[src/rtl/change_dispenser_pkg.sv]
// Shared definitions for the change dispenser slice.
//   denom_e      : hopper denomination codes (0 = none, 1 = one, 2 = two, 3 = five)
//   VAL_*        : unit value of each denomination
//   state_e      : dispenser FSM states
//   denom_value  : maps a denomination code to its unit value
package change_dispenser_pkg;

  typedef enum logic [1:0] {
    DENOM_NONE = 2'd0,
    DENOM_1    = 2'd1,
    DENOM_2    = 2'd2,
    DENOM_5    = 2'd3
  } denom_e;

  localparam logic [7:0] VAL_1 = 8'd1;
  localparam logic [7:0] VAL_2 = 8'd2;
  localparam logic [7:0] VAL_5 = 8'd5;

  typedef enum logic [2:0] {
    ST_IDLE,
    ST_SELECT,
    ST_EJECT,
    ST_GAP,
    ST_FINISH
  } state_e;

  function automatic logic [7:0] denom_value(input denom_e d);
    case (d)
      DENOM_1: denom_value = VAL_1;
      DENOM_2: denom_value = VAL_2;
      DENOM_5: denom_value = VAL_5;
      default: denom_value = '0;
    endcase
  endfunction

endpackage

[src/rtl/change_dispenser_gap_timer.sv]
// Loadable down-counter with a zero flag.
//   clk, rst_n : clock, asynchronous active-low reset
//   load       : load load_val this cycle (takes priority over counting)
//   load_val   : value to load
//   zero       : counter currently at zero
// The counter decrements on every cycle it is non-zero and holds at zero.
module gap_timer
  import change_dispenser_pkg::*;
#(
  parameter int unsigned W = 3
) (
  input  logic         clk,
  input  logic         rst_n,
  input  logic         load,
  input  logic [W-1:0] load_val,
  output logic         zero
);

  logic [W-1:0] count_q, count_d;

  always_comb begin
    count_d = count_q;
    if (load) begin
      count_d = load_val;
    end else if (count_q != '0) begin
      count_d = count_q - W'(1);
    end
  end

  always_ff @(posedge clk or negedge rst_n) begin
    if (!rst_n) begin
      count_q <= '0;
    end else begin
      count_q <= count_d;
    end
  end

  assign zero = (count_q == '0);

endmodule

[src/rtl/change_dispenser.sv]
// Change dispenser: turns a credit amount into a greedy (5, 2, 1) sequence of
// coin ejections towards the hopper, tracking a finite tube per denomination.
//   clk, rst        : clock, asynchronous active-low reset
//   start, amount   : dispense request (amount sampled on acceptance in IDLE)
//   refill          : reload all tubes to TUBE_INIT (IDLE only)
//   eject_valid/eject_denom/eject_ready : registered handshake to the hopper
//   busy, done      : activity flag and single-cycle completion pulse
//   short_change    : amount left unpaid at done, held until the next start
//   remaining       : value still owed
//   tube5/tube2/tube1 : current tube levels
module change_dispenser
  import change_dispenser_pkg::*;
#(
  parameter int unsigned GAP_CYCLES = 4,
  parameter int unsigned TUBE_W     = 4,
  parameter int unsigned TUBE_INIT  = 15
) (
  input  logic              clk,
  input  logic              rst,
  input  logic              start,
  input  logic [7:0]        amount,
  input  logic              refill,
  output logic              eject_valid,
  output logic [1:0]        eject_denom,
  input  logic              eject_ready,
  output logic              busy,
  output logic              done,
  output logic              short_change,
  output logic [7:0]        remaining,
  output logic [TUBE_W-1:0] tube5,
  output logic [TUBE_W-1:0] tube2,
  output logic [TUBE_W-1:0] tube1
);

  localparam int unsigned GAP_W = (GAP_CYCLES > 1) ? $clog2(GAP_CYCLES) : 1;
  // Loading GAP_CYCLES-1 yields exactly GAP_CYCLES cycles spent in ST_GAP.
  localparam logic [GAP_W-1:0]  GAP_LOAD  = GAP_W'(GAP_CYCLES - 1);
  localparam logic [TUBE_W-1:0] TUBE_FULL = TUBE_W'(TUBE_INIT);

  state_e             state_q, state_d;
  logic               valid_q, valid_d;
  denom_e             denom_q, denom_d;
  logic               busy_q, busy_d;
  logic               done_q, done_d;
  logic               short_q, short_d;
  logic [7:0]         rem_q, rem_d;
  logic [TUBE_W-1:0]  tube5_q, tube5_d;
  logic [TUBE_W-1:0]  tube2_q, tube2_d;
  logic [TUBE_W-1:0]  tube1_q, tube1_d;

  logic               gap_load;
  logic               gap_zero;
  denom_e             pick;

  gap_timer #(
    .W (GAP_W)
  ) u_gap_timer (
    .clk      (clk),
    .rst_n    (rst),
    .load     (gap_load),
    .load_val (GAP_LOAD),
    .zero     (gap_zero)
  );

  // Greedy choice: largest denomination that fits and is still stocked.
  always_comb begin
    pick = DENOM_NONE;
    if (rem_q >= VAL_5 && tube5_q != '0) begin
      pick = DENOM_5;
    end else if (rem_q >= VAL_2 && tube2_q != '0) begin
      pick = DENOM_2;
    end else if (rem_q >= VAL_1 && tube1_q != '0) begin
      pick = DENOM_1;
    end
  end

  always_comb begin
    state_d  = state_q;
    valid_d  = valid_q;
    denom_d  = denom_q;
    busy_d   = busy_q;
    done_d   = 1'b0;
    short_d  = short_q;
    rem_d    = rem_q;
    tube5_d  = tube5_q;
    tube2_d  = tube2_q;
    tube1_d  = tube1_q;
    gap_load = 1'b0;

    case (state_q)
      ST_IDLE: begin
        if (refill) begin
          tube5_d = TUBE_FULL;
          tube2_d = TUBE_FULL;
          tube1_d = TUBE_FULL;
        end
        if (start) begin
          rem_d   = amount;
          short_d = 1'b0;
          busy_d  = 1'b1;
          state_d = ST_SELECT;
        end
      end

      ST_SELECT: begin
        if (pick != DENOM_NONE) begin
          denom_d = pick;
          valid_d = 1'b1;
          state_d = ST_EJECT;
        end else begin
          // done is registered, so it is high for the whole FINISH cycle.
          done_d  = 1'b1;
          state_d = ST_FINISH;
        end
      end

      ST_EJECT: begin
        if (valid_q && eject_ready) begin
          rem_d = rem_q - denom_value(denom_q);
          case (denom_q)
            DENOM_5: tube5_d = (tube5_q != '0) ? tube5_q - TUBE_W'(1) : '0;
            DENOM_2: tube2_d = (tube2_q != '0) ? tube2_q - TUBE_W'(1) : '0;
            DENOM_1: tube1_d = (tube1_q != '0) ? tube1_q - TUBE_W'(1) : '0;
            default: ;
          endcase
          valid_d  = 1'b0;
          denom_d  = DENOM_NONE;
          gap_load = 1'b1;
          state_d  = ST_GAP;
        end
      end

      ST_GAP: begin
        if (gap_zero) begin
          state_d = ST_SELECT;
        end
      end

      ST_FINISH: begin
        short_d = (rem_q != '0);
        busy_d  = 1'b0;
        state_d = ST_IDLE;
      end

      default: begin
        state_d = ST_IDLE;
      end
    endcase
  end

  always_ff @(posedge clk or negedge rst) begin
    if (!rst) begin
      state_q <= ST_IDLE;
      valid_q <= 1'b0;
      denom_q <= DENOM_NONE;
      busy_q  <= 1'b0;
      done_q  <= 1'b0;
      short_q <= 1'b0;
      rem_q   <= '0;
      tube5_q <= TUBE_FULL;
      tube2_q <= TUBE_FULL;
      tube1_q <= TUBE_FULL;
    end else begin
      state_q <= state_d;
      valid_q <= valid_d;
      denom_q <= denom_d;
      busy_q  <= busy_d;
      done_q  <= done_d;
      short_q <= short_d;
      rem_q   <= rem_d;
      tube5_q <= tube5_d;
      tube2_q <= tube2_d;
      tube1_q <= tube1_d;
    end
  end

  assign eject_valid  = valid_q;
  assign eject_denom  = denom_q;
  assign busy         = busy_q;
  assign done         = done_q;
  assign short_change = short_q;
  assign remaining    = rem_q;
  assign tube5        = tube5_q;
  assign tube2        = tube2_q;
  assign tube1        = tube1_q;

endmodule

[config.mk]
export PLATFORM = sky130hd
export DESIGN_NAME = change_dispenser
export DESIGN_NICKNAME = d
export VERILOG_FILES = /design/src/rtl/change_dispenser_pkg.sv /design/src/rtl/change_dispenser_gap_timer.sv /design/src/rtl/change_dispenser.sv
export SDC_FILE = /design/constraint.sdc
export NUM_CORES = 1
export LEC_CHECK = 0
export ABC_AREA = 1
export BUFFER_PORTS_ARGS = -buffer_cell sky130_fd_sc_hd__buf_2
export CORE_MARGIN = 3
export CORE_UTILIZATION = 45
export CTS_CLUSTER_SIZE = 30
export DETAILED_ROUTE_END_ITERATION = 7
export GPL_TIMING_DRIVEN = 0
export PLACE_DENSITY = 0.67
export SLEW_MARGIN = 30
export SYNTH_ARGS = -nofsm -noshare
export SYNTH_HDL_FRONTEND = slang
export SYNTH_HIERARCHICAL = 1
export SYNTH_SLANG_ARGS = --single-unit
export TNS_END_PERCENT = 10
[constraint.sdc]
create_clock -name clk -period 1.95 [get_ports clk]
set_input_delay 0.39 -clock clk [delete_from_list [all_inputs] [get_ports clk]]
set_output_delay 0.39 -clock clk [all_outputs]
set_load 0.02 [all_outputs]
After elaboration in Yosys (flattened, before gate mapping). Index checks and enable logic that the tools add are counted.

Bits in registers: 31. Output and inout port bits: 26. Logic and storage cells: 100. Bits in latches: 0. Memory bits (read-only): 0. Bits in writable memories: 0. Memories kept: 0. Input port bits: 13.

Equal/unequal tests: 15. Multiplexer cells: 43. Bitwise gates (word level): 0. Add/subtract/negate cells: 5. Reduce and logical (&&, ||, !) cells: 23. Shifts and indexed selects: 0. Magnitude comparators: 3. Multipliers: 0. Divide/modulo/power cells: 0.

Operator list (count): $mux W4 (10); $mux W8 (4); $pmux W4 S2 (3); $pmux W8 S2 (1); $mux W2 (6); $mux W3 (4); $ne A2 B2 Y1 const B (6); $pmux W3 S4 (1); $reduce_and A4 Y1 (3); $reduce_bool A2 Y1 (6); $reduce_bool A4 Y1 (3); $sub A4 B1 Y4 const B (3); $mux W1 (9); $pmux W3 S3 (1); $reduce_and A3 Y1 (3); $ge A8 B1 Y1 const B (1); $ge A8 B2 Y1 const B (1); $ge A8 B3 Y1 const B (1); $reduce_bool A8 Y1 (1); $sub A8 B8 Y8 (1); $eq A3 B2 Y1 const B (2); $pmux W1 S2 (3); $eq A2 B2 Y1 const B (2); $logic_and A1 B1 Y1 (4); 9 further kinds (10).

Depth between registers and ports, before layout.
Word-level depth: 8. Mapped depth: 11. Depth with buffers taken out: 11.

Modules after synthesis. Netlist, hierarchy kept.

Modules (own cells, without submodules): change_dispenser (cells an instance 248, times used 1, seq. area each 740.7 um^2, area an instance 1840.5 um^2); gap_timer (cells an instance 17, times used 1, seq. area each 50.0 um^2, area an instance 120.1 um^2).

Least setup slack after synthesis. OpenSTA, ideal clock, no wires.

Kind: flip-flop to flip-flop. Start: reg denom_q[1] (netlist: eject_denom[1]). End: reg rem_q[6] (netlist: remaining[6]). Stages on the path, launching flop included: 9. Period minus slack after synthesis: 1.894 ns. Setup slack: 0.056 ns. Buffers on the path: 0. Data required time: 1.831 ns. Setup time: 0.119 ns. Arrival time: 1.774 ns. Cell sequence: dfrtp_1 inv_1 or2_2 fa_1 nand2_1 nand3_1 xor2_1 nor2_1 o21ai_2.

Cells in the longest elaborated chain, start to end: 7. Elaborated cells between the ends (all ways): 9. Classes of those cells: 1 x add/sub; 3 x eq/ne; 5 x mux.

Ends and longest elaborated chain: start, declared (line change_dispenser.sv:42) `denom_e denom_q, denom_d;`; start signal, assigned (line change_dispenser.sv:166) `denom_q <= denom_d;`; $eq A2 B2 Y1 / $eq A2 B1 Y1 (equally long branches) (line change_dispenser_pkg.sv:28) `case (d)`; $pmux W3 S3 * (line change_dispenser_pkg.sv:28); $mux W8 * (line change_dispenser.sv:118) `if (valid_q && eject_ready) begin`; $mux W8 * (line change_dispenser.sv:90) `case (state_q)`; $sub A8 B8 Y8 * (line change_dispenser.sv:119) `rem_d = rem_q - denom_value(denom_q);`; $mux W8 * (line change_dispenser.sv:118); $pmux W8 S2 * (line change_dispenser.sv:90); end signal, assigned (line change_dispenser.sv:170) `rem_q <= rem_d;`; end, declared (line change_dispenser.sv:46) `logic [7:0] rem_q, rem_d;`.

Mark *: on every way between the ends. The rest lies on a longest branch, timed or not. The select of a mux whose other input is x is not followed. A chain may end at the register's enable or synchronous reset.

Worst setup path in the final report.
Start: reg denom_q[0] (netlist: eject_denom[0]). End: reg rem_q[6] (netlist: remaining[6]).

The elaborated chain is that of the path after synthesis.

==> summary.txt <==
Run status
  – Result of the run: finished, final reports clean

Logic synthesis
  – Most frequent cells after synthesis: sky130_fd_sc_hd__nand2_1 (78), sky130_fd_sc_hd__inv_1 (35), sky130_fd_sc_hd__o21ai_0 (28)
  – Post-synth top area share: 0.243
  – Distinct cells, synth: 33
  – Post-synthesis cell type with the largest combined area: sky130_fd_sc_hd__dfrtp_1
  – Warnings from Yosys: 6
  – Number of flops mapped to enable cells by yosys: 0
  – Cells taking the most area after synthesis: sky130_fd_sc_hd__dfrtp_1 (24%), sky130_fd_sc_hd__dfstp_2 (16%), sky130_fd_sc_hd__nand2_1 (15%), sky130_fd_sc_hd__o21ai_0 (7.1%), sky130_fd_sc_hd__inv_1 (6.7%)
  – Cell area after synthesis: a little under 2000 sq um
  – Syn Area/Cell: roughly 7.4 sq um
  – Flip-flop and latch count after synthesis: 31
  – Top-count cell post-synth: sky130_fd_sc_hd__nand2_1
  – Share of flip-flops with an asynchronous set or reset after synthesis: 1.00
  – Number of instances in the synthesized netlist: between 200 and 300
  – Seq/Total Area, Yosys: 0.403
  – Most used flip-flop cell after synthesis: sky130_fd_sc_hd__dfrtp_1

STA
  – Transition at the pin with the smallest max-transition slack: 0.716 ns
  – Setup total negative slack: 0 ns
  – Pins over their slew limit: 0
  – Tcrit/Tclk final: 0.941
  – Final setup violation count: 0
  – Setup repair after global routing missed its margin: false
  – Minimum clock period: roughly 1.8 ns
  – Hold Fails Final Rpt: 0
  – Peak clock frequency supported by timing: about 0.55 GHz
  – Worst relative slew slack: 0.522
  – Worst setup skew after layout: 0.00669 ns

Critical path
  – Worst-path maximum fanout: 6
  – Worst setup path category: reg -> reg
  – Required @ worst endpoint: about 2.1 ns
  – Nature of the critical path startpoint: flop
  – FF-to-FF setup slack: about 0.12 ns
  – Worst path arrival time: about 2.0 ns
  – Reg-to-reg startpoint: eject_denom[0]
  – Cell depth of the worst flop-to-flop path: 7
  – Crit. End Element: flop
  – Capture point of the worst reg-to-reg path: remaining[6]

Placed design
  – Placed Cells incl. Taps: about 350
  – Number of port buffers: 38
  – DPL Wire Length: ~3200 um
  – Post-DP Area: roughly 2200 sq um
  – Gp weighted congestion: between 0.7 and 0.8

Final layout
  – Final core utilization: 0.562
  – Number of nets in the final layout: roughly 330
  – Number of inserted diodes: 0
  – Non-filler instance count after layout: about 360
  – Number of fillers in the final layout: about 410
  – Final std cell area, no fill: between 2000 and 2500 sq um
  – Area delta synth->final: 18.0%
  – Share of post-route cells with drive strength above 1: 0.263

Routing
  – DR DRC count: 0
  – Vias per Instance: around 4.9
  – Routed wire length: between 4000 and 5000 um
  – Number of antenna-violating nets in the routed design: 0
  – Via count: around 1800
  – First drt pass iteration count: 5
  – DRC marker count from the first detailed-route iteration: 47
  – Wirelength per Cell: around 12 um

Clock tree
  – Count of cells resized by post-cts repair: 1
  – Root Driver: sky130_fd_sc_hd__clkbuf_8
  – Quantity of hold-fixing buffers added after cts: 0
  – Number of buffers inserted during clock tree synthesis: 5
  – Latest clock arrival within the worst-skew pair: ~0.28 ns
  – TritonCTS sink count: 31
  – Deepest level of the CTS H-tree: 2
  – TritonCTS clock tree: yes
  – Max Root-Sink Buffers: 2
  – Post-CTS setup buffer count: 0
  – Clock-pin slew reported for the worst setup and hold paths after clock tree synthesis: ~0.07 ns

Floorplanning
  – Core region area: ~4000 sq um
  – Die X: between 70 and 80 um
  – Die area: just over 5000 sq um
  – Die Y-Extent: between 70 and 80 um
  – Initial cell density of the core: 0.476
  – Num ports: 39
  – Std-Cell Rows: 23

Global routing
  – Total global routing overflow: 0
  – Total Routing Usage GR: 0.177
  – Maximum number of pins on one net before global-route repair: 32
  – Via count of the first global-routing pass: ~1600
  – Wire length of the first global-routing pass: between 7000 and 8000 um
  – Number of antenna violations at the first check in global routing: 0

Min path
  – Kind of path behind the tightest hold check: in -> async

Power
  – Leakage power: roughly 0.0012 uW
  – PnR Total Power: 4420 uW
  – Worst-case vdd ir drop: about 0.00083 V
  – Power density of the placed cells: ~1900 nW/um^2

Run
  – Total of max-cap violations: 0
[critical path, cell delays in order (launching register included)]
cell and delay (ns):
sky130_fd_sc_hd__dfrtp_1 0.43, sky130_fd_sc_hd__or2_4 0.30, sky130_fd_sc_hd__fa_1 0.44, sky130_fd_sc_hd__nand2_1 0.11, sky130_fd_sc_hd__nand3_1 0.10, sky130_fd_sc_hd__xor2_1 0.15
sky130_fd_sc_hd__nor2_1 0.11, sky130_fd_sc_hd__o21ai_2 0.07
[where the power goes]
part           switching, uW  leakage [uW]  total, uW  internal, uW
combinational           1680      0.000781       2590           909
clock                    234     0.0000482        519           284
sequential               258      0.000355       1310          1050
total                   2180       0.00118       4420          2240
[how the worst max path moves through the flow]
stage | start | to | slack (ns) | cells past startpoint
after floorplan | eject_denom[1] | remaining[6] | 0.06 | 8
after global placement | eject_denom[0] | remaining[7] | 0.02 | 10
after detailed placement | eject_denom[0] | remaining[7] | -0.02 | 10
after CTS | eject_denom[0] | remaining[6] | 0.03 | 7
after global routing | eject_denom[0] | remaining[6] | 0.02 | 9
final | eject_denom[0] | remaining[6] | 0.12 | 7
[logic make-up after synthesis]
logic type,synth area share
DFF,0.403
adders and majority gates,0.0357
other,0.00191
buffers and inverters,0.0945
xor gates and xnor gates,0.0179
AOI/OAI and AO/OA,0.170
and+or+nand+nor,0.276
[flip-flops by register name (all words and copies together), names as in the netlist]
register / flops
eject_denom: 2
state_q: 3
tube1: 4
tube2: 4
tube5: 4
eject_valid: 1
remaining: 8
done: 1
short_change: 1
u_gap_timer/count_q: 2
busy: 1
[per-stage QoR]
| step | hold slack [ns] | setup WS [ns] |
|---|---|---|
| floorplan | 0.0944 | 0.0565 |
| finish | 0.157 | 0.116 |
| global route | 0.199 | 0.0177 |
| detailed placement | 0.472 | -0.0242 |
| global placement | 0.469 | 0.0161 |
| CTS | 0.182 | 0.0254 |
[layout make-up]
class / count / area, sq um / share of cell area
inverter: 39 / 149 / 0.0644
timing repair buffer: 38 / 190 / 0.0822
buffer: 6 / 36.3 / 0.0157
tap: 50 / 62.6 / 0.0270
multi-input combinational: 190 / 993 / 0.429
clock inverter: 1 / 5.00 / 0.00216
sequential: 31 / 791 / 0.342
clock buffer: 7 / 86.3 / 0.0373
[metal layers]
metal	vias to the layer above	GRT usage	part of all wire	wire, um
met3	5	0.0568	0.058	243
met1	810	0.243	0.48	2010
met4	0	0.0564	0.013	53
met5	-	0	0	0
li1	928	-	-	-
met2	32	0.267	0.45	1860
[cell usage in the layout (no fill, tap or decap), types with 3 or more instances in the layout]
cell type and n:
sky130_fd_sc_hd__clkbuf_1 3, sky130_fd_sc_hd__buf_2 40, sky130_fd_sc_hd__o21ai_2 6, sky130_fd_sc_hd__inv_2 3, sky130_fd_sc_hd__dfrtp_1 19, sky130_fd_sc_hd__nand2_4 3
sky130_fd_sc_hd__xor2_1 3, sky130_fd_sc_hd__o21ai_0 28, sky130_fd_sc_hd__nor2_1 23, sky130_fd_sc_hd__clkbuf_8 6, sky130_fd_sc_hd__o21ai_1 7, sky130_fd_sc_hd__dfstp_2 12
sky130_fd_sc_hd__nand3_1 10, sky130_fd_sc_hd__o211ai_1 4, sky130_fd_sc_hd__inv_1 35, sky130_fd_sc_hd__nand2_1 78, sky130_fd_sc_hd__a21oi_1 4, sky130_fd_sc_hd__ha_1 4
sky130_fd_sc_hd__nor3_1 3
(Power assumes the default switching activity.)
